==> src/rtl/pll_seq_pkg.sv <==
// Shared types and helpers for the PLL reference startup sequencer.
package pll_seq_pkg;

  localparam int STATE_W = 3;

  typedef enum logic [STATE_W-1:0] {
    IDLE    = 3'd0,
    REF_ON  = 3'd1,
    SETTLE  = 3'd2,
    ACQUIRE = 3'd3,
    LOCKED  = 3'd4,
    RETRY   = 3'd5,
    FAIL    = 3'd6
  } state_e;

  // Bits needed to hold a counter whose largest value is 'term' (minimum 1).
  function automatic int cnt_width(input int term);
    return (term < 1) ? 1 : $clog2(term + 1);
  endfunction

endpackage

==> src/rtl/pll_sync2.sv <==
// Two-flop synchronizer bringing an asynchronous level into the clk domain.
module pll_sync2 (
  input  logic clk,
  input  logic rst_n,
  input  logic d,
  output logic q
);

  logic meta;

  // Shift the input through two flops; both clear to 0 on reset.
  always_ff @(posedge clk or negedge rst_n) begin
    if (!rst_n) begin
      meta <= 1'b0;
      q    <= 1'b0;
    end else begin
      meta <= d;
      q    <= meta;
    end
  end

endmodule

==> src/rtl/pll_ref_startup_seq.sv <==
// Startup / relock sequencer for the PLL reference path.
// Enables the reference, lets it settle, releases divider and charge pump,
// qualifies lock over a window and retries a bounded number of times.
module pll_ref_startup_seq
  import pll_seq_pkg::*;
#(
  parameter int SETTLE_CYC       = 64,
  parameter int LOCK_WIN_CYC     = 256,
  parameter int LOCK_TIMEOUT_CYC = 65536,
  parameter int UNLOCK_CYC       = 8,
  parameter int MAX_RETRY        = 3
) (
  input  logic                           clk,
  input  logic                           rst_n,
  input  logic                           start,
  input  logic                           lock_raw,
  output logic                           ref_en,
  output logic                           div_rst_n,
  output logic                           cp_en,
  output logic                           locked,
  output logic                           fail,
  output logic                           busy,
  output logic [2:0]                     state,
  output logic [$clog2(MAX_RETRY+1)-1:0] retry_cnt
);

  localparam int SET_W  = cnt_width(SETTLE_CYC - 1);
  localparam int LOCK_W = cnt_width(LOCK_WIN_CYC - 1);
  localparam int TMO_W  = cnt_width(LOCK_TIMEOUT_CYC - 1);
  localparam int UNL_W  = cnt_width(UNLOCK_CYC - 1);
  localparam int RET_W  = $clog2(MAX_RETRY + 1);

  localparam logic [SET_W-1:0]  SETTLE_TC = SET_W'(SETTLE_CYC - 1);
  localparam logic [LOCK_W-1:0] LOCK_TC   = LOCK_W'(LOCK_WIN_CYC - 1);
  localparam logic [TMO_W-1:0]  TMO_TC    = TMO_W'(LOCK_TIMEOUT_CYC - 1);
  localparam logic [UNL_W-1:0]  UNL_TC    = UNL_W'(UNLOCK_CYC - 1);
  localparam logic [RET_W-1:0]  RETRY_MAX = RET_W'(MAX_RETRY);

  state_e            state_q, state_d;
  logic [SET_W-1:0]  settle_q, settle_d;
  logic [LOCK_W-1:0] lock_q, lock_d;
  logic [TMO_W-1:0]  tmo_q, tmo_d;
  logic [UNL_W-1:0]  unl_q, unl_d;
  logic [RET_W-1:0]  retry_q, retry_d;
  logic              lock_s;

  pll_sync2 u_lock_sync (
    .clk   (clk),
    .rst_n (rst_n),
    .d     (lock_raw),
    .q     (lock_s)
  );

  // State and counter registers; everything returns to IDLE/0 on reset.
  always_ff @(posedge clk or negedge rst_n) begin
    if (!rst_n) begin
      state_q  <= IDLE;
      settle_q <= '0;
      lock_q   <= '0;
      tmo_q    <= '0;
      unl_q    <= '0;
      retry_q  <= '0;
    end else begin
      state_q  <= state_d;
      settle_q <= settle_d;
      lock_q   <= lock_d;
      tmo_q    <= tmo_d;
      unl_q    <= unl_d;
      retry_q  <= retry_d;
    end
  end

  // Next-state and counter updates; dropping start aborts from anywhere but FAIL.
  always_comb begin
    state_d  = state_q;
    settle_d = settle_q;
    lock_d   = lock_q;
    tmo_d    = tmo_q;
    unl_d    = unl_q;
    retry_d  = retry_q;

    if (!start && state_q != FAIL) begin
      state_d  = IDLE;
      settle_d = '0;
      lock_d   = '0;
      tmo_d    = '0;
      unl_d    = '0;
      retry_d  = '0;
    end else begin
      case (state_q)
        IDLE: begin
          state_d = REF_ON;
          retry_d = '0;
        end
        REF_ON: begin
          state_d  = SETTLE;
          settle_d = '0;
        end
        SETTLE, RETRY: begin
          if (settle_q == SETTLE_TC) begin
            state_d = ACQUIRE;
            lock_d  = '0;
            tmo_d   = '0;
          end else begin
            settle_d = settle_q + 1'b1;
          end
        end
        ACQUIRE: begin
          if (lock_s && lock_q == LOCK_TC) begin
            state_d = LOCKED;
            unl_d   = '0;
          end else if (tmo_q == TMO_TC) begin
            if (retry_q < RETRY_MAX) begin
              state_d  = RETRY;
              retry_d  = retry_q + 1'b1;
              settle_d = '0;
            end else begin
              state_d = FAIL;
            end
          end else begin
            if (!lock_s) lock_d = '0;
            else if (lock_q != LOCK_TC) lock_d = lock_q + 1'b1;
            tmo_d = tmo_q + 1'b1;
          end
        end
        LOCKED: begin
          if (lock_s) begin
            unl_d = '0;
          end else if (unl_q == UNL_TC) begin
            if (retry_q == RETRY_MAX) begin
              state_d = FAIL;
            end else begin
              state_d  = RETRY;
              retry_d  = retry_q + 1'b1;
              settle_d = '0;
            end
          end else begin
            unl_d = unl_q + 1'b1;
          end
        end
        FAIL: begin
          if (!start) state_d = IDLE;
        end
        default: state_d = IDLE;
      endcase
    end
  end

  // Moore output decode straight from the state register.
  always_comb begin
    ref_en    = 1'b0;
    div_rst_n = 1'b0;
    cp_en     = 1'b0;
    locked    = 1'b0;
    fail      = 1'b0;
    busy      = 1'b0;
    case (state_q)
      REF_ON, SETTLE, RETRY: begin
        ref_en = 1'b1;
        busy   = 1'b1;
      end
      ACQUIRE: begin
        ref_en    = 1'b1;
        div_rst_n = 1'b1;
        cp_en     = 1'b1;
        busy      = 1'b1;
      end
      LOCKED: begin
        ref_en    = 1'b1;
        div_rst_n = 1'b1;
        cp_en     = 1'b1;
        locked    = 1'b1;
      end
      FAIL: fail = 1'b1;
      default: ;
    endcase
  end

  assign state     = state_q;
  assign retry_cnt = retry_q;

endmodule

==> config.mk <==
export PLATFORM = sky130hd
export DESIGN_NAME = pll_ref_startup_seq
export DESIGN_NICKNAME = d
export VERILOG_FILES = /design/src/rtl/pll_seq_pkg.sv /design/src/rtl/pll_sync2.sv /design/src/rtl/pll_ref_startup_seq.sv
export SDC_FILE = /design/constraint.sdc
export NUM_CORES = 1
export LEC_CHECK = 0
export BUFFER_PORTS_ARGS = -buffer_cell sky130_fd_sc_hd__buf_2
export CAP_MARGIN = 20
export CORE_ASPECT_RATIO = 1.2
export CORE_UTILIZATION = 64
export DETAILED_ROUTE_END_ITERATION = 8
export PLACE_DENSITY = 0.83
export SKIP_LAST_GASP = 1
export SYNTH_ARGS = -nofsm -noshare
export SYNTH_HDL_FRONTEND = slang
export SYNTH_SLANG_ARGS = --single-unit
==> constraint.sdc <==
create_clock -name clk -period 3.2 [get_ports clk]
set_input_delay 0.16 -clock clk [delete_from_list [all_inputs] [get_ports clk]]
set_output_delay 0.16 -clock clk [all_outputs]
set_load 0.1 [all_outputs]
==> reports/results.txt <==
Run status - finished, violations left
Violations in the final reports - hold timing
Number of nets with antenna violations after routing - 0
Minimum clock period after layout - 2.37 ns
Postcts setup bufs - 0
Via count of the routed design - 2294
Total nets after synthesis - 304
Depth of the CTS H-tree - 2
Area of the mapped netlist - 0.00255 sq mm
Setup repair after global routing missed its margin - false
Post-CTS Hold Buffers - 1
Fraction of layout instances using a drive strength above 1 - 14.5%
Via count of the first global-routing pass - 2172
Initial core utilization - 68.4%
Synth Register Bits - 40
Number of DRC markers in iteration 0 - 220
Max VDD drop - 0.000420 V
Average via count per standard cell - 6.44
Total inserted antenna cells - 0
Worst clock skew - 0.00644 ns
Setup_tns - 0 ns
Reg-to-reg critical path startpoint - state[2]
Worst path cell trace - nand4b_2 > nor3_1 > or2_1 > or2_0 > o21ai_0
Pre-antenna DRT Iters - 4
Area of the die - 0.00424 sq mm
Reg2reg setup slack - 0.83 ns
Unique masters post-synth - 56
Clk Latency, worst-skew pair - 0.30 ns
Count of nets after finishing - 313
Final std cell area, no fill - 0.00276 sq mm
Hold/Removal Path Class - in2async
Number of buffers on the longest clock path - 2
CP startpoint kind - register
Final critical-path setup slack - 0.833 ns
Cell with the most instances after synthesis - dfrtp_1
Port bufs - 14
Number of rows created at floorplan - 24
Buffer type at the clock tree root - clkbuf_8
Max-slew violations - 0
Async set-reset flop share out of synthesis - 100%
Largest area contributor in the netlist - dfrtp_1
Total gr overflow - 0
Worst Max-Slew Pin Slew - 0.898 ns
Number of setup violations in the final report - 0
Largest delay contributor family on the critical path - simple AND/OR/NAND/NOR gates
Routed length per placed instance - 15.6 um
Max-cap check violation count - 0
Post-detailed-routing wire length - 5560 um
Leading cell types by total area after synthesis - dfrtp_1 (39%), o21ai_0 (4.9%), o31ai_1 (4.4%)
Final hold slack - -0.0169 ns
Warnings from Yosys - 0
Total track usage - 29.6%
Post-detailed-route DRC marker count - 0
Die height - 71.1 um
Worst setup slack after placement - 0.872 ns
Placeable core region - 0.00372 sq mm
Stage delay of the slowest cell on the critical path - 0.58 ns
Die Wd - 59.6 um
Buffers and inverters on the worst path - 0
Critical Path Fanout Max - 21
Clock slew at reported path FFs - 0.08 ns
First-pass GRT wire length - 9590 um
Antenna violations before repair - 0
Relative slew slack - 40.1%
Post-synthesis instance total - 294
Worst EP required - 3.36 ns
Clk sinks - 40
Arrival time at the worst endpoint - 2.53 ns
Number of top-level pins - 15
CTS buffer count - 5
Final number of hold-violating endpoints - 25
Worst reg2reg path depth - 5
Number of synthesized flops with an enable pin - 0
Mapped Avg Cell Area - 8.66 sq um
Sequential element share of the synthesized area - 39.3%
Final period util - 74.0%
Leakage - 1.24 nW
Pin count of the biggest net entering global routing - 41
Post-detailed-placement cell area - 0.00264 sq mm
Power per cell area - 707 mW/mm^2
CTS tree - done
Top cells by instance count after synthesis - dfrtp_1 (40), nand2_1 (28), o21ai_0 (25)
Standard cell with the maximum stage delay on the critical path - dfrtp_4
Type of the worst setup path - reg2reg
Predominant post-synthesis flop cell - dfrtp_1
Top-area cell type share of the netlist area - 39.3%
Core Util, Final - 74.1%
P&R area growth vs syn - 8.25%
Peak clock frequency supported by timing - 423 MHz
Post-detail-place hpwl - 3710 um
Number of gates resized after CTS - 0
Nature of the critical path endpoint - register
Final GP Congestion - 0.850
Reg-to-reg endpoint - tmo_q[1]
## cell usage in the layout, fill, tap and decap left out, types with 5 or more instances in the layout
master,count
a21oi_1,14
a31oi_1,9
and3_1,7
buf_2,14
clkbuf_8,5
dfrtp_1,37
ha_1,6
inv_1,16
nand2_1,28
nand3_1,17
nand4_1,7
nor2_1,16
nor3_1,9
o21ai_0,25
o31ai_1,15
o41ai_1,6
## cell families after synthesis
| family | after synthesis | share of synthesized area, % |
|---|---|---|
| and+or+nand+nor | 114 | 24.9 |
| AOI/OAI and AO/OA | 94 | 24.3 |
| DFF | 40 | 39.3 |
| buffers and inverters | 33 | 5.94 |
| adders and majority gates | 6 | 2.95 |
| muxes | 4 | 1.67 |
| xor gates and xnor gates | 3 | 1.03 |
## worst max path at each step
stage             start      endpoint  depth (start not counted)
4_1_cts        state[2]      tmo_q[1]                          5
6_report       state[2]      tmo_q[1]                          5
2_1_floorplan  state[0]  retry_cnt[1]                          6
3_3_place_gp   tmo_q[0]   settle_q[0]                          6
5_1_grt        tmo_q[0]   settle_q[3]                          6
3_5_place_dp   state[2]      tmo_q[1]                          5
## routing by layer
layer | part of all wire, % | up-vias | GRT usage (%)
li1 | - | 1120 | -
met1 | 45 | 1118 | 37.6
met2 | 50 | 44 | 48.1
met3 | 3.1 | 12 | 6.40
met4 | 1.7 | 0 | 12.7
met5 | 0 | - | 0
## worst reg2reg max path: stages (launching register included)
cell	delay [ns]
dfrtp_4	0.58
nand4b_2	0.39
nor3_1	0.43
or2_1	0.18
or2_0	0.47
o21ai_0	0.18
## through the flow
stage               total power, mW  cells
finish                         1.95    356
global route                   2.05    356
CTS                            1.95    356
detailed placement             1.54    347
global placement               1.54    347
floorplan                      1.41    294
## registers in the layout, indices dropped and copies added, names as in the netlist
| signal | flops |
|---|---|
| tmo_q | 16 |
| lock_q | 8 |
| settle_q | 6 |
| state | 3 |
| unl_q | 3 |
| retry_cnt | 2 |
| u_lock_sync.meta | 1 |
| u_lock_sync.q | 1 |
## layout make-up
class                           instances  area [sq um]
Sequential cell                        40          1010
Fill cell                             301           966
Clock buffer                            5          68.8
Tap cell                               52          65.1
Clock inverter                          3          42.5
Inverter                               16          60.1
Timing Repair Buffer                   19           110
Multi-Input combinational cell        221          1400
## report_power, final
part	total, mW	switching [mW]	leakage, nW	internal [mW]
combinational	0.898	0.693	0.644	0.205
sequential	0.643	0.101	0.545	0.542
clock	0.410	0.179	0.0541	0.231
total	1.95	0.972	1.24	0.978
(Power assumes the default switching activity.)
